### src/rtl/mill_rx_pkg.sv
// rtl/mill_rx_pkg.sv - shared types and defaults for the modified-Miller receive controller
package mill_rx_pkg;

    typedef enum logic [1:0] {
        ST_IDLE,
        ST_WAIT_SOF,
        ST_RX,
        ST_EOF
    } rx_state_e;

    localparam int ETU_CLKS_DEF     = 8;
    localparam int SAMPLE_OFS_DEF   = 1;
    localparam int IDLE_ETUS_DEF    = 2;
    localparam int SHORT_FRAME_BITS = 7;

endpackage

### src/rtl/mill_etu_timer.sv
// rtl/mill_etu_timer.sv - ETU counter, previous-ETU sample strobe and idle-ETU counter
module mill_etu_timer
    import mill_rx_pkg::*;
#(
    parameter int ETU_CLKS   = ETU_CLKS_DEF,
    parameter int SAMPLE_OFS = SAMPLE_OFS_DEF,
    parameter int IDLE_ETUS  = IDLE_ETUS_DEF
) (
    input  logic clk,
    input  logic rst_n,
    input  logic start_i,
    input  logic run_i,
    input  logic line_i,
    output logic sample_stb_o,
    output logic prev_idle_o,
    output logic idle_done_o
);

    localparam int CW = (ETU_CLKS > 1) ? $clog2(ETU_CLKS) : 1;
    localparam int IW = $clog2(IDLE_ETUS + 1);

    logic [CW-1:0] cnt_q;
    logic [IW-1:0] idle_cnt_q;
    logic          pause_seen_q;
    logic          first_q;
    logic          prev_idle_q;
    logic          etu_end;
    logic          etu_had_pause;

    assign etu_end       = run_i && (cnt_q == CW'(ETU_CLKS - 1));
    assign etu_had_pause = pause_seen_q || !line_i;

    // ETU 0 is opened by the SOF pause itself, so it starts out as non-idle.
    always_ff @(posedge clk or negedge rst_n) begin
        if (!rst_n) begin
            cnt_q        <= '0;
            idle_cnt_q   <= '0;
            pause_seen_q <= 1'b0;
            first_q      <= 1'b0;
            prev_idle_q  <= 1'b0;
        end else if (start_i) begin
            cnt_q        <= '0;
            idle_cnt_q   <= '0;
            pause_seen_q <= 1'b1;
            first_q      <= 1'b1;
            prev_idle_q  <= 1'b0;
        end else if (run_i) begin
            if (etu_end) begin
                cnt_q        <= '0;
                pause_seen_q <= 1'b0;
                first_q      <= 1'b0;
                prev_idle_q  <= !etu_had_pause;
                if (etu_had_pause) begin
                    idle_cnt_q <= '0;
                end else if (idle_cnt_q != IW'(IDLE_ETUS)) begin
                    idle_cnt_q <= idle_cnt_q + 1'b1;
                end
            end else begin
                cnt_q <= cnt_q + 1'b1;
                if (!line_i) begin
                    pause_seen_q <= 1'b1;
                end
            end
        end
    end

    assign sample_stb_o = run_i && !first_q && (cnt_q == CW'(SAMPLE_OFS));
    assign prev_idle_o  = prev_idle_q;
    assign idle_done_o  = etu_end && !etu_had_pause && (idle_cnt_q == IW'(IDLE_ETUS - 1));

endmodule

### src/rtl/mill_modif_rx_ctrl.sv
// rtl/mill_modif_rx_ctrl.sv - ISO14443A modified-Miller receive framing controller
module mill_modif_rx_ctrl
    import mill_rx_pkg::*;
#(
    parameter int ETU_CLKS   = ETU_CLKS_DEF,
    parameter int SAMPLE_OFS = SAMPLE_OFS_DEF,
    parameter int IDLE_ETUS  = IDLE_ETUS_DEF
) (
    input  logic       clk,
    input  logic       in_enable,
    input  logic       rx_arm,
    input  logic       line_in,
    input  logic       dec_data,
    output logic       dec_enable,
    output logic [7:0] byte_data,
    output logic       byte_valid,
    input  logic       byte_ready,
    output logic       busy,
    output logic       frame_done,
    output logic       short_frame,
    output logic       parity_err,
    output logic       frame_err,
    output logic       overrun
);

    rx_state_e  state_q, state_d;
    logic       in_rx, start, sample_stb, prev_idle, idle_done;
    logic       sof_err, data_stb, byte_done, short_done, push, accept;
    logic [7:0] push_val;
    logic       sof_pend_q, got_byte_q, par_q;
    logic [3:0] bit_cnt_q;
    logic [7:0] shreg_q, byte_data_q;
    logic       byte_valid_q, short_q, perr_q, ferr_q, ovr_q;

    assign in_rx = (state_q == ST_RX);
    assign start = (state_q == ST_WAIT_SOF) && !line_in;

    mill_etu_timer #(
        .ETU_CLKS   (ETU_CLKS),
        .SAMPLE_OFS (SAMPLE_OFS),
        .IDLE_ETUS  (IDLE_ETUS)
    ) u_etu_timer (
        .clk          (clk),
        .rst_n        (in_enable),
        .start_i      (start),
        .run_i        (in_rx),
        .line_i       (line_in),
        .sample_stb_o (sample_stb),
        .prev_idle_o  (prev_idle),
        .idle_done_o  (idle_done)
    );

    // End-of-frame wins over every sample decision in the same cycle.
    assign sof_err    = sample_stb && sof_pend_q && dec_data && !idle_done;
    assign data_stb   = sample_stb && !sof_pend_q && !prev_idle && !idle_done;
    assign byte_done  = data_stb && (bit_cnt_q == 4'd8);
    assign short_done = idle_done && !got_byte_q && (bit_cnt_q == 4'(SHORT_FRAME_BITS));
    assign push       = byte_done || short_done;
    assign accept     = byte_valid_q && byte_ready;
    assign push_val   = byte_done ? shreg_q : {1'b0, shreg_q[6:0]};

    always_comb begin
        state_d = state_q;
        case (state_q)
            ST_IDLE:     if (rx_arm) state_d = ST_WAIT_SOF;
            ST_WAIT_SOF: if (!line_in) state_d = ST_RX;
            ST_RX: begin
                if (idle_done) begin
                    state_d = ST_EOF;
                end else if (sof_err) begin
                    state_d = ST_WAIT_SOF;
                end
            end
            ST_EOF:      state_d = ST_IDLE;
            default:     state_d = ST_IDLE;
        endcase
    end

    always_ff @(posedge clk or negedge in_enable) begin
        if (!in_enable) begin
            state_q <= ST_IDLE;
        end else begin
            state_q <= state_d;
        end
    end

    always_ff @(posedge clk or negedge in_enable) begin
        if (!in_enable) begin
            sof_pend_q   <= 1'b0;
            got_byte_q   <= 1'b0;
            par_q        <= 1'b0;
            bit_cnt_q    <= '0;
            shreg_q      <= '0;
            byte_data_q  <= '0;
            byte_valid_q <= 1'b0;
            short_q      <= 1'b0;
            perr_q       <= 1'b0;
            ferr_q       <= 1'b0;
            ovr_q        <= 1'b0;
        end else begin
            if (state_q == ST_IDLE && rx_arm) begin
                short_q <= 1'b0;
                perr_q  <= 1'b0;
                ferr_q  <= 1'b0;
                ovr_q   <= 1'b0;
            end
            if (start) begin
                sof_pend_q <= 1'b1;
                got_byte_q <= 1'b0;
                par_q      <= 1'b0;
                bit_cnt_q  <= '0;
                shreg_q    <= '0;
            end
            if (sample_stb && sof_pend_q && !idle_done) begin
                sof_pend_q <= 1'b0;
            end
            if (sof_err) begin
                ferr_q <= 1'b1;
            end
            if (data_stb) begin
                if (bit_cnt_q == 4'd8) begin
                    bit_cnt_q  <= '0;
                    par_q      <= 1'b0;
                    got_byte_q <= 1'b1;
                    if (!(par_q ^ dec_data)) begin
                        perr_q <= 1'b1;
                    end
                end else begin
                    shreg_q[bit_cnt_q[2:0]] <= dec_data;
                    par_q                   <= par_q ^ dec_data;
                    bit_cnt_q               <= bit_cnt_q + 1'b1;
                end
            end
            if (idle_done) begin
                if (short_done) begin
                    short_q <= 1'b1;
                end else if (!(bit_cnt_q == 4'd0 && got_byte_q)) begin
                    ferr_q <= 1'b1;
                end
            end
            // A completed byte may replace the pending one only when it leaves this cycle.
            if (push && (!byte_valid_q || byte_ready)) begin
                byte_data_q  <= push_val;
                byte_valid_q <= 1'b1;
            end else begin
                if (push) begin
                    ovr_q <= 1'b1;
                end
                if (accept) begin
                    byte_valid_q <= 1'b0;
                end
            end
        end
    end

    assign dec_enable  = in_rx || start;
    assign busy        = (state_q != ST_IDLE);
    assign frame_done  = (state_q == ST_EOF);
    assign byte_data   = byte_data_q;
    assign byte_valid  = byte_valid_q;
    assign short_frame = short_q;
    assign parity_err  = perr_q;
    assign frame_err   = ferr_q;
    assign overrun     = ovr_q;

endmodule
### config.mk
export PLATFORM = sky130hd
export DESIGN_NAME = mill_modif_rx_ctrl
export DESIGN_NICKNAME = d
export VERILOG_FILES = /design/src/rtl/mill_rx_pkg.sv /design/src/rtl/mill_etu_timer.sv /design/src/rtl/mill_modif_rx_ctrl.sv
export SDC_FILE = /design/constraint.sdc
export NUM_CORES = 1
export LEC_CHECK = 0
export ABC_AREA = 1
export CAP_MARGIN = 25
export CORE_MARGIN = 8
export CORE_UTILIZATION = 25
export CTS_CLUSTER_SIZE = 16
export DETAILED_ROUTE_END_ITERATION = 10
export DONT_BUFFER_PORTS = 1
export GPL_ROUTABILITY_DRIVEN = 0
export PLACE_DENSITY = 0.5
export RECOVER_POWER = 50
export SYNTH_ARGS = -nofsm -noshare
export SYNTH_HDL_FRONTEND = slang
export SYNTH_SLANG_ARGS = --single-unit
### constraint.sdc
create_clock -name clk -period 1.7 [get_ports clk]
set_clock_uncertainty 0.15 [all_clocks]
set_input_delay 0.085 -clock clk [delete_from_list [all_inputs] [get_ports clk]]
set_output_delay 0.085 -clock clk [all_outputs]
set_load 0.01 [all_outputs]
### Word level (Yosys, flattened, before mapping)

Cells that the tools add are included.

| cells by class | value |
|---|---|
| $add $sub $neg | 3 |
| magnitude comparators | 2 |
| equality and inequality tests | 13 |
| mux-type cells | 58 |
| bitwise gates (word level) | 1 |
| reductions and logical operators | 46 |

Operator list:

| operator | number |
|---|---|
| 1-bit two-way mux | 36 |
| 8-bit two-way mux | 4 |
| 1-bit logical AND | 21 |
| 2-bit two-way mux | 9 |
| 4-bit two-way mux | 3 |
| 2-bit nonzero test | 6 |
| 3-bit two-way mux | 3 |
| 8-bit bitwise mux | 1 |
| 1-bit logical NOT | 8 |
| 2-bit case mux with 4 select lines | 1 |
| 2-bit != test, second input constant | 3 |
| 3-bit by 1-bit != test with 1-bit output, second input constant | 2 |
| 3-bit AND reduction | 2 |
| 4-bit by 1-bit adder with 4-bit output, second input constant | 1 |
| 2-bit by 1-bit equality test with 1-bit output, second input constant | 2 |
| 2-bit equality test, second input constant | 2 |
| 4-bit by 3-bit equality test with 1-bit output, second input constant | 1 |
| 4-bit equality test, second input constant | 1 |
| 4-bit logical NOT | 1 |
| 1-bit logical OR | 4 |
| 3-bit by 4-bit < comparator with 1-bit output, second input constant | 1 |
| 2-bit AND reduction | 2 |
| 3-bit by 1-bit adder with 3-bit output, second input constant | 1 |
| 1-bit demux with 3-bit select | 1 |
| 7 further kinds | 7 |

| word-level totals | value |
|---|---|
| register bits | 38 |
| input bits | 6 |

### Depth between registers and ports, before layout

Gate-level depths: netlist (run 1).

| logic depth | value |
|---|---|
| word-level depth | 11 |
| gate-level depth with buffers | 11 |

### By module

A second synthesis (run 1) with hierarchy kept.

| unflattened totals | value |
|---|---|
| cells, all modules | 244 |
| area, all modules | 1999.4 µm² |

Modules (own cells, without submodules):

| module | instances | cells each | area each (µm²) | seq. area each (µm²) |
|---|---|---|---|---|
| mill_modif_rx_ctrl | 1 | 189 | 1537.7 | 750.7 |
| mill_etu_timer | 1 | 55 | 461.7 | 200.2 |

### Worst setup path after synthesis (run 1)

OpenSTA, ideal clock, no wires.

| timing | value |
|---|---|
| path kind | reg-to-reg |
| start point | register u_etu_timer.cnt_q[0] |
| end point | register byte_data_q[0] (netlist: byte_data[0]) |
| arrival | 1.394 ns |
| setup slack | 0.038 ns |
| cell stages (with the launch flop) | 11 |
| period minus slack after synthesis | 1.662 ns |
| cells stage by stage | dfrtp_1 ha_1 ha_1 inv_1 nor2_2 nand3_2 nand3_2 nand2_4 nand2_4 nand2_1 nand2_1 |

| on the way | value |
|---|---|
| cells in the longest elaborated chain, start to end | 9 |

Ends and longest elaborated chain:

| what | RTL line | RTL |
|---|---|---|
| from (decl) | mill_etu_timer.sv:22 | `logic [CW-1:0] cnt_q;` |
| from (signal assigned) | mill_etu_timer.sv:59 | `cnt_q <= cnt_q + 1'b1;` |
| 3-bit equality test | mill_etu_timer.sv:30 | `assign etu_end = run_i && (cnt_q == CW'(ETU_CLKS - 1));` |
| 1-bit logical AND | mill_etu_timer.sv:30 |  |
| 1-bit logical AND (2 in a row) | mill_etu_timer.sv:69 | `assign idle_done_o = etu_end && !etu_had_pause && (idle_cnt_q == IW'(IDLE_ETUS - 1));` |
| 1-bit logical NOT | mill_modif_rx_ctrl.sv:55 | `assign data_stb = sample_stb && !sof_pend_q && !prev_idle && !idle_done;` |
| 1-bit logical AND | mill_modif_rx_ctrl.sv:55 |  |
| 1-bit logical AND | mill_modif_rx_ctrl.sv:56 | `assign byte_done = data_stb && (bit_cnt_q == 4'd8);` |
| 1-bit logical OR (*) | mill_modif_rx_ctrl.sv:58 | `assign push = byte_done \|\| short_done;` |
| 1-bit logical AND (*) | mill_modif_rx_ctrl.sv:142 | `if (push && (!byte_valid_q \|\| byte_ready)) begin` |
| to (signal assigned) | mill_modif_rx_ctrl.sv:143 | `byte_data_q <= push_val;` |
| to (decl) | mill_modif_rx_ctrl.sv:32 | `logic [7:0] shreg_q, byte_data_q;` |

Every way passes the cells marked *; elsewhere a longest branch is shown, timed or not.
A chain may end at the register's enable or synchronous reset.

### Worst setup path after layout (run 1)

| timing | value |
|---|---|
| start point | register u_etu_timer.cnt_q[1] |
| end point | register par_q |

| on the way | value |
|---|---|
| cells in the longest elaborated chain, start to end | 7 |

Ends and longest elaborated chain:

| what | RTL line | RTL |
|---|---|---|
| 3-bit equality test | mill_etu_timer.sv:30 |  |
| 1-bit logical AND | mill_etu_timer.sv:30 |  |
| 1-bit logical AND (2 in a row) | mill_etu_timer.sv:69 |  |
| 1-bit logical NOT | mill_modif_rx_ctrl.sv:55 |  |
| 1-bit logical AND (*) | mill_modif_rx_ctrl.sv:55 |  |
| 1-bit two-way mux or 2-bit nonzero test (tied branches) | n/a |  |
| to (signal assigned) | mill_modif_rx_ctrl.sv:130 | `par_q <= par_q ^ dec_data;` |
| to (decl) | mill_modif_rx_ctrl.sv:30 | `logic sof_pend_q, got_byte_q, par_q;` |

Marks and branches as above.

==> results_dict.tcl, run 1 <==
set metrics [dict create \
    outcome "finished, final reports clean" \
    worstMarginPinSlew_ns 0.9537 \
    initial_utilization_pct 25.70 \
    postSynthAreaPerCell_um2 8.198 \
    antenna_left 0 \
    grt_pass1_vias 1589 \
    synth_top_family_by_area "simple AND/OR/NAND/NOR gates" \
    drc_errors 0 \
    grtUsageTotal_pct 8.775 \
    vias_per_cell 4.280 \
    final_cell_mix "nand2_1 (66), dfrtp_1 (37), nand3_1 (32)" \
    fillers 817 \
    cp.arrival_ns 1.74 \
    cts_max_level 2 \
    finalCriticalPeriod_ns 1.674 \
    r2r_start "u_etu_timer.cnt_q[1]" \
    synth-simple-area-share_pct 30.97 \
    path_class "reg2reg" \
    grt_pass1_wl_um 8004 \
    num_vias 1622 \
    yosys_register_bits 38 \
    path_delay_family "flip-flops" \
    totalWireLength_um 4521 \
    cp_max_fo 7 \
    first_pass_iters 4 \
    wl_per_cell_um 11.93 \
    p_sw_uw 816.1 \
    crit_path_end_kind "register" \
    finalSetupTns_ns 0 \
    final_area_um2 2556 \
    drv_slew 0 \
    synthesis.area_um2 1976 \
    path_cells "ha_2, ha_4, inv_2, nor2_4, nand3_4, nand2_2, inv_2, nand2_1, o21ai_1" \
    slew_headroom_pct 36.42 \
    cts_made_buffers 5 \
    seq_area_frac_synth_pct 48.13 \
    mostFrequentLayoutCell "nand2_1" \
    power_frac_seq_pct 39.2 \
    clock_path_buffers 2 \
    hold_ws_ns 0.3238 \
    dp_cells 358 \
    cts_tree "done" \
    synth_nets 254 \
    die_y_um 104.9 \
    crit_path_start "u_etu_timer.cnt_q[1]" \
    r2r_end "par_q" \
    rsz0062_at_grt "true" \
    layout-drive-gt1-share_pct 20.94 \
    synthCells 241 \
    dpl_cell_area_um2 2232 \
    grt_max_degree 39 \
    fin_crit_sh_pct 98.48 \
    cts-root-buf "clkbuf_8" \
    synth_adder_area_share_pct 4.433 \
    n_antenna_cell 0 \
    setup_violations 0 \
    powerDensity_nw_per_um2 1075 \
    critPathBufInv 2 \
    hold_viol_final 0 \
    synth_warnings 0 \
    worst_path_max_delay_cell "dfrtp_1" \
    ir_worst_vdd_mv 0.3333 \
    cpMostUsedCell "inv_2" \
    fin_util_pct 33.25 \
    antenna_found_initial 0 \
    clk_pin_slew_ns 0.08 \
    drt-initial-drc-count 99 \
    synth_top_area_share_pct 48.13 \
    synth.area.mux_share_pct 0 \
    startpoint_type "register" \
    max_stage_delay_ns 0.39 \
    cts.sinks 38 \
    synthTopCellsByArea "dfrtp_1 (48%), nand2_1 (13%), nand3_1 (8.1%), inv_1 (5.3%), ha_1 (4.4%)" \
    hp-class "in2async" \
    layout.cells.non_filler 379 \
    p_sw_share_pct 29.69 \
    p_clk_share_pct 34.6 \
    max_freq_ghz 0.5973 \
    yosysTopAreaCell "dfrtp_1" \
    nets 289 \
    comb_power_share_pct 26.2 \
    yosys.cell_types.count 26 \
    hpwl_um 3247 \
    ios 22 \
    die_x_um 104.9 \
    port_buffers 0 \
    dieArea_um2 11000 \
    rows 32 \
    rr_worst_depth 9 \
    worstPathRequired_ns 1.77 \
    area.growth.synth_to_final_pct 29.39 \
    clkLatencyLatePin_ns 0.29 \
    p_int_uw 1933 \
    drv_cap 0 \
    synth-xor-area-share_pct 0.8866 \
    power_leakage_uw 0.001288 \
    r2r_slack_ns 0.03 \
    core_area_um2 7687 \
    overflow 0 \
    synth_compound_area_share_pct 8.170 \
]
## cells by family (layout without fill, tap and decap cells)
kind of cell / after synthesis / count (layout)
flip-flops: 38 / 38
AND/OR/NAND/NOR: 130 / 131
XOR/XNOR: 2 / 2
AO/OA/AOI/OAI: 27 / 27
buffers and inverters: 37 / 72
adder cells (fa/ha/maj): 7 / 7
## sequential cells by signal (all words and copies together), names as in the netlist
register                  count
state_q                       2
bit_cnt_q                     4
sof_pend_q                    1
u_etu_timer.first_q           1
u_etu_timer.pause_seen_q      1
u_etu_timer.cnt_q             3
byte_valid                    1
byte_data                     8
parity_err                    1
shreg_q                       8
got_byte_q                    1
u_etu_timer.idle_cnt_q        2
short_frame                   1
par_q                         1
frame_err                     1
overrun                       1
u_etu_timer.prev_idle_o       1
## cells in the mapped netlist
library cell / number
clkinv_1: 1
nor2_1: 10
clkbuf_1: 2
nand2_4: 2
nand2_1: 68
o22ai_1: 5
o21ai_0: 14
nor2_2: 2
ha_1: 7
o21ai_1: 1
nand4_1: 3
buf_6: 1
inv_2: 5
nand3b_1: 1
nor3_1: 4
a22oi_2: 1
nand3_4: 1
a21oi_1: 1
o211ai_1: 5
inv_1: 28
nand3_1: 32
nand2_2: 3
nor2_4: 1
xnor2_1: 2
dfrtp_1: 38
nand3_2: 3
## worst max-delay path by stage
stage,end,cells after the start
final,par_q,9
after global routing,byte_data[5],11
after CTS,dec_enable,5
after detailed placement,byte_data[5],10
after global placement,byte_data[0],10
after floorplan,byte_data[0],10
## power by group through the flow
| stage | Sequential, µW | Clock, µW | Combinational [µW] |
|---|---|---|---|
| after floorplan | 1080 | 0 | 427 |
| after CTS | 1080 | 981 | 688 |
| final | 1080 | 951 | 719 |
| after global routing | 1090 | 1010 | 825 |
| after global placement | 1090 | 0 | 625 |
| after detailed placement | 1090 | 0 | 625 |
## routing by layer
metal  wire length [µm]  track usage [%]  share of wire, %  vias to the layer above
met5                  0                0                 0                        -
li1                   -                -                 -                      858
met1               2169            11.22                48                      728
met2               2048            13.48                45                       27
met4                 93            3.670               2.1                        0
met3                210            2.580               4.6                        9
## final cells by class
class                      count  area, µm²  share of cell area [%]
clock inverter                 2      60.06                   2.349
inverter                      34      130.1                   5.091
sequential                    38      952.2                   37.25
timing repair buffer          30      251.5                   9.838
clock buffer                   6      82.58                   3.231
multi-input combinational    167      952.2                   37.25
tap                          102      127.6                   4.993
## through the flow
| stage | total power [µW] | setup slack (ns) |
|---|---|---|
| after global routing | 2927 | -0.06315 |
| after floorplan | 1502 | 0.03824 |
| final | 2749 | 0.02588 |
| after CTS | 2745 | 0.006529 |
| after detailed placement | 1714 | -0.09208 |
| after global placement | 1712 | -0.02690 |
## timing repair
action,CTS,global route
hold buffers,6,0
endpoints found under the hold margin,56,0
pin swaps,3,3
gates resized for setup,10,7
endpoints found under the setup margin,14,22
cloned,1,0
setup buffers,1,5
Note: power is estimated with default switching activity, not from simulation.
==> run 2: changes to the inputs <==
--- a/config.mk
+++ b/config.mk
@@ -8,12 +8,12 @@
 export ABC_AREA = 1
 export CAP_MARGIN = 25
 export CORE_MARGIN = 8
-export CORE_UTILIZATION = 25
+export CORE_UTILIZATION = 56
 export CTS_CLUSTER_SIZE = 16
 export DETAILED_ROUTE_END_ITERATION = 10
 export DONT_BUFFER_PORTS = 1
 export GPL_ROUTABILITY_DRIVEN = 0
-export PLACE_DENSITY = 0.5
+export PLACE_DENSITY = 0.84
 export RECOVER_POWER = 50
 export SYNTH_ARGS = -nofsm -noshare
 export SYNTH_HDL_FRONTEND = slang
==> results_dict.tcl, run 2 (synthesized netlist as in run 1, its figures left out) <==
set metrics [dict create \
    fin_crit_sh_pct 104.6 \
    cp.arrival_ns 1.88 \
    antenna_found_initial 0 \
    worstPathRequired_ns 1.80 \
    antenna_left 0 \
    wl_per_cell_um 17.96 \
    hold_viol_final 0 \
    dpl_cell_area_um2 2120 \
    grt_pass1_vias 1854 \
    power_uw 2714 \
    cts_made_buffers 5 \
    area.growth.synth_to_final_pct 23.56 \
    overflow 0 \
    drc_errors 0 \
    powerDensity_nw_per_um2 1112 \
    mostFrequentLayoutCell "nand2_1" \
    setup_violations 19 \
    num_vias 1939 \
    layout-drive-gt1-share_pct 21.17 \
    die_y_um 75.40 \
    finalCriticalPeriod_ns 1.778 \
    grt_max_degree 39 \
    core_area_um2 3363 \
    clkLatencyLatePin_ns 0.36 \
    fin_util_pct 72.58 \
    ios 22 \
    port_buffers 0 \
    cts.sinks 38 \
    power_leakage_uw 0.001258 \
    first_pass_iters 7 \
    initial_utilization_pct 58.74 \
    path_cells "ha_2, ha_4, inv_2, nor2_4, nand3_4, nand3_4, buf_4, inv_1, nand3_1, nand2_1" \
    worstMarginPinSlew_ns 0.9438 \
    setup_slack_ns -0.07814 \
    ir_worst_vdd_mv 0.7248 \
    hp-class "in2async" \
    crit_path_end_kind "register" \
    startpoint_type "register" \
    grt_pass1_wl_um 8659 \
    drv_cap 0 \
    cts-root-buf "clkbuf_4" \
    max_freq_ghz 0.5624 \
    fillers 206 \
    cpMostUsedCell "nand3_4" \
    vias_per_cell 6.059 \
    totalWireLength_um 5747 \
    grtUsageTotal_pct 19.90 \
    cp_max_fo 5 \
    path_class "reg2reg" \
    worst_path_max_delay_cell "dfrtp_1" \
    clock_path_buffers 2 \
    rr_worst_depth 10 \
    nets 286 \
    drv_slew 0 \
    cts_tree "done" \
    die_x_um 75.40 \
    final_area_um2 2441 \
    final_cell_mix "nand2_1 (66), dfrtp_1 (37), nand3_1 (30)" \
    max_stage_delay_ns 0.40 \
    drt-initial-drc-count 312 \
    rsz0062_at_grt "true" \
    place_ws_ns -0.1301 \
    outcome "finished with violations" \
    clk_pin_slew_ns 0.13 \
    dieArea_um2 5684 \
    hpwl_um 3277 \
    n_antenna_cell 0 \
    violations "negative setup slack" \
    cts_max_level 2 \
    rows 21 \
    slew_headroom_pct 37.08 \
]
## run 2: cell count changes in the layout (fill, tap and decap cells not counted), sizes merged
cell   previous run  this run
nand2            74        73
buf              24        22
## run 2: area by class of cell
type	instances	area, µm²	share of cell area (%)
Sequential cell	38	952.2	39.01
Multi-Input combinational cell	166	950.9	38.95
Tap cell	46	57.56	2.358
Clock buffer	6	51.30	2.101
Inverter	34	132.6	5.433
Timing Repair Buffer	28	236.5	9.687
Clock inverter	2	60.06	2.460
## run 2: power breakdown
group / internal [µW] / switching [µW]
clock: 498 / 321
sequential: 1000 / 86.7
combinational: 313 / 495
## run 2: routing by layer
| layer | vias up | wire length (µm) | global-route usage [%] |
|---|---|---|---|
| met5 | - | 0 | 0 |
| met1 | 928 | 2137 | 22.60 |
| met3 | 34 | 458 | 5.263 |
| met2 | 127 | 2904 | 33.56 |
| li1 | 850 | - | - |
| met4 | 0 | 247 | 10.23 |
## run 2: worst paths after layout
path	start	slack, ns	to
min in group clk	byte_ready	0.31	overrun
worst max-delay path	u_etu_timer.cnt_q[1]	-0.08	byte_data[7]
worst max register to register	u_etu_timer.cnt_q[1]	-0.08	byte_data[7]
worst min-delay path	in_enable	0.24	frame_err
worst min register to register	u_etu_timer.first_q	0.37	u_etu_timer.first_q
max in group asynchronous	in_enable	0.53	state_q[1]
## run 2: repair_timing
| action | in CTS | in global routing |
|---|---|---|
| setup buffers | 6 | 2 |
| gates resized for setup | 12 | 10 |
| pin swaps | 6 | 4 |
| hold buffers | 6 | 0 |
| setup endpoints to repair | 17 | 32 |
| hold endpoints to repair | 65 | 0 |
## run 2: per-stage QoR
step | setup TNS (ns) | instances | hold WS, ns
floorplan | 0 | 241 | -0.3606
global placement | -0.06707 | 298 | -0.3594
detailed placement | -1.276 | 298 | -0.3594
CTS | 0 | 318 | 0.02870
global route | -2.768 | 320 | 0.3412
finish | -0.8025 | 320 | 0.2417
## run 2: critical path: cells and delay by family, from the launching register on
| family | cells | cell delay (ns) |
|---|---|---|
| adder cells (fa/ha/maj) | 2 | 0.36 |
| buffers and inverters | 3 | 0.24 |
| flip-flops | 1 | 0.40 |
| AND/OR/NAND/NOR | 5 | 0.53 |
==> run 3: changes to the inputs <==
--- a/config.mk
+++ b/config.mk
@@ -5,7 +5,7 @@
 export SDC_FILE = /design/constraint.sdc
 export NUM_CORES = 1
 export LEC_CHECK = 0
-export ABC_AREA = 1
+export ABC_CLOCK_PERIOD_IN_PS = 1700
 export CAP_MARGIN = 25
 export CORE_MARGIN = 8
 export CORE_UTILIZATION = 56
@@ -13,7 +13,7 @@
 export DETAILED_ROUTE_END_ITERATION = 10
 export DONT_BUFFER_PORTS = 1
 export GPL_ROUTABILITY_DRIVEN = 0
-export PLACE_DENSITY = 0.84
+export PLACE_DENSITY = 0.74
 export RECOVER_POWER = 50
 export SYNTH_ARGS = -nofsm -noshare
 export SYNTH_HDL_FRONTEND = slang
==> results_dict.tcl, run 3 <==
set metrics [dict create \
    outcome "finished with violations" \
    violations "negative hold slack, negative setup slack" \
    rows 21 \
    finalCriticalPeriod_ns 2.088 \
    cts_tree "done" \
    hp-start "line_in" \
    synth_edf_count 0 \
    drv_cap 0 \
    crit_path_end_kind "register" \
    grt_pass1_wl_um 8500 \
    grtUsageTotal_pct 19.99 \
    cp.arrival_ns 2.17 \
    cts_max_level 2 \
    die_y_um 74.85 \
    max_freq_ghz 0.4789 \
    setup_slack_ns -0.3883 \
    hold_ws_ns -0.006531 \
    drv_slew 0 \
    rsz0062_at_grt "true" \
    grt_max_degree 39 \
    worstPathRequired_ns 1.78 \
    overflow 0 \
    dieArea_um2 5603 \
    hold_viol_final 1 \
    setup_violations 32 \
    yosys.cell_types.count 50 \
    cp_max_fo 5 \
    cts-root-buf "clkbuf_4" \
    worstMarginPinSlew_ns 0.9048 \
    synthesis.area_um2 1939 \
    powerDensity_nw_per_um2 926.6 \
    yosys_register_bits 38 \
    yosys-top-cells-count "dfrtp_1 (38), nand2_1 (17), o21ai_0 (11)" \
    fin_crit_sh_pct 122.8 \
    ir_worst_vdd_mv 0.6869 \
    slew_headroom_pct 39.68 \
    synthTopCellsByArea "dfrtp_1 (49%), mux2_4 (5.4%), ha_1 (4.5%), mux2i_1 (4.1%), nand2_1 (3.3%)" \
    postSynthAreaPerCell_um2 11.28 \
    nets 244 \
    finalSetupTns_ns -6.426 \
    num_vias 1743 \
    rr_worst_depth 8 \
    final_area_um2 2730 \
    synth_top_area_share_pct 49.03 \
    worst_path_max_delay_cell "dfrtp_1" \
    hp-class "in2reg" \
    initial_utilization_pct 58.12 \
    clkLatencyLatePin_ns 0.36 \
    synth-main-ff-cell "dfrtp_1" \
    cts_made_buffers 5 \
    port_buffers 0 \
    antenna_left 0 \
    max_stage_delay_ns 0.43 \
    power_leakage_uw 0.001300 \
    startpoint_type "register" \
    path_class "reg2reg" \
    final_cell_mix "buf_4 (38), dfrtp_1 (37), nand2_1 (15)" \
    seq_area_frac_synth_pct 49.03 \
    yosysMostFrequentCell "dfrtp_1" \
    area.growth.synth_to_final_pct 40.77 \
    vias_per_cell 6.270 \
    first_pass_iters 4 \
    synth_nets 185 \
    path_cells "inv_1, ha_2, nor3b_4, buf_6, nand4_1, buf_6, o311ai_4, o41ai_2" \
    drc_errors 0 \
    r2r_start "u_etu_timer.cnt_q[1]" \
    drt-initial-drc-count 171 \
    cts.sinks 38 \
    core_area_um2 3337 \
    hpwl_um 3134 \
    grt_pass1_vias 1677 \
    synth_warnings 0 \
    layout-drive-gt1-share_pct 44.40 \
    wl_per_cell_um 21.58 \
    yosysTopAreaCell "dfrtp_1" \
    mostFrequentLayoutCell "buf_4" \
    clock_path_buffers 2 \
    antenna_found_initial 0 \
    synthCells 172 \
    cpMostUsedCell "buf_6" \
    ios 22 \
    min_path_cells 4 \
    n_antenna_cell 0 \
    clk_pin_slew_ns 0.14 \
    totalWireLength_um 5998 \
    crit_path_start "u_etu_timer.cnt_q[1]" \
    synthArstFlopShare_pct 100.0 \
    die_x_um 74.85 \
    dpl_cell_area_um2 2242 \
]
-- run 3: critical path, delay by kind of cell, from the launching register on --
family | cells | cell delay, ns
AOI/OAI and AO/OA | 2 | 0.39
adders and majority gates | 1 | 0.18
DFF | 1 | 0.43
buffers and inverters | 3 | 0.45
and+or+nand+nor | 2 | 0.39
-- run 3: path summary, 6_finish.rpt --
path | endpoint | slack [ns]
worst max-delay path | shreg_q[2] | -0.39
worst min-delay path | state_q[1] | -0.007
worst max register to register | shreg_q[2] | -0.39
worst min register to register | bit_cnt_q[0] | 0.37
max in group asynchronous | bit_cnt_q[0] | 0.52
min in group asynchronous | u_etu_timer.idle_cnt_q[1] | 0.25
-- run 3: what timing repair did --
item	CTS	global route
hold buffers	7	1
gates resized for setup	34	17
endpoints found under the setup margin	30	34
gates cloned	2	0
pin swaps	11	5
endpoints found under the hold margin	62	2
buffers inserted	10	8
-- run 3: cell type report --
type,instances,area [µm²]
flip-flops and latches,38,952.2
clock inverters,2,12.51
fillers,163,606.8
multi-input cells,119,1102
inverters,10,37.54
repair buffers,57,516.7
clock buffers,6,51.30
well taps,46,57.56
-- run 3: kinds of logic after synthesis --
logic type                 after synthesis  synth area share [%]
and+or+nand+nor                         57                 19.16
AOI/OAI and AO/OA                       38                 13.42
DFF                                     38                 49.03
buffers and inverters                   16                 3.870
muxes                                   15                 9.549
adders and majority gates                7                 4.516
xor gates and xnor gates                 1                0.4517
-- run 3: power by group --
group	leakage [µW]	switching, µW	internal, µW
Sequential	0.000502	87.8	975
Clock	0.0000343	316	199
Combinational	0.000764	473	479
Total	0.00130	876	1650
-- run 3: routing by layer --
metal,GRT usage [%],vias to the layer above,part of all wire [%],wire [µm]
li1,-,753,-,-
met1,24.86,871,42,2515
met2,32.82,95,47,2803
met3,5.593,24,8.6,517
met4,5.652,0,2.7,161
met5,0,-,0,0
-- run 3: per-stage QoR --
step | power (µW) | setup WS (ns) | std cells | utilization, % | hold WS [ns]
6_report | 2530 | -0.3883 | 278 | 81.81 | -0.006531
5_1_grt | 2650 | -0.4392 | 278 | 81.81 | -0.01439
4_1_cts | 2434 | -0.2865 | 271 | 77.99 | -0.2234
3_5_place_dp | 1676 | -0.3337 | 244 | 67.19 | -0.3592
3_3_place_gp | 1648 | -0.2431 | 244 | 67.19 | -0.3593
2_1_floorplan | 1453 | -0.2510 | 172 | - | -0.3606
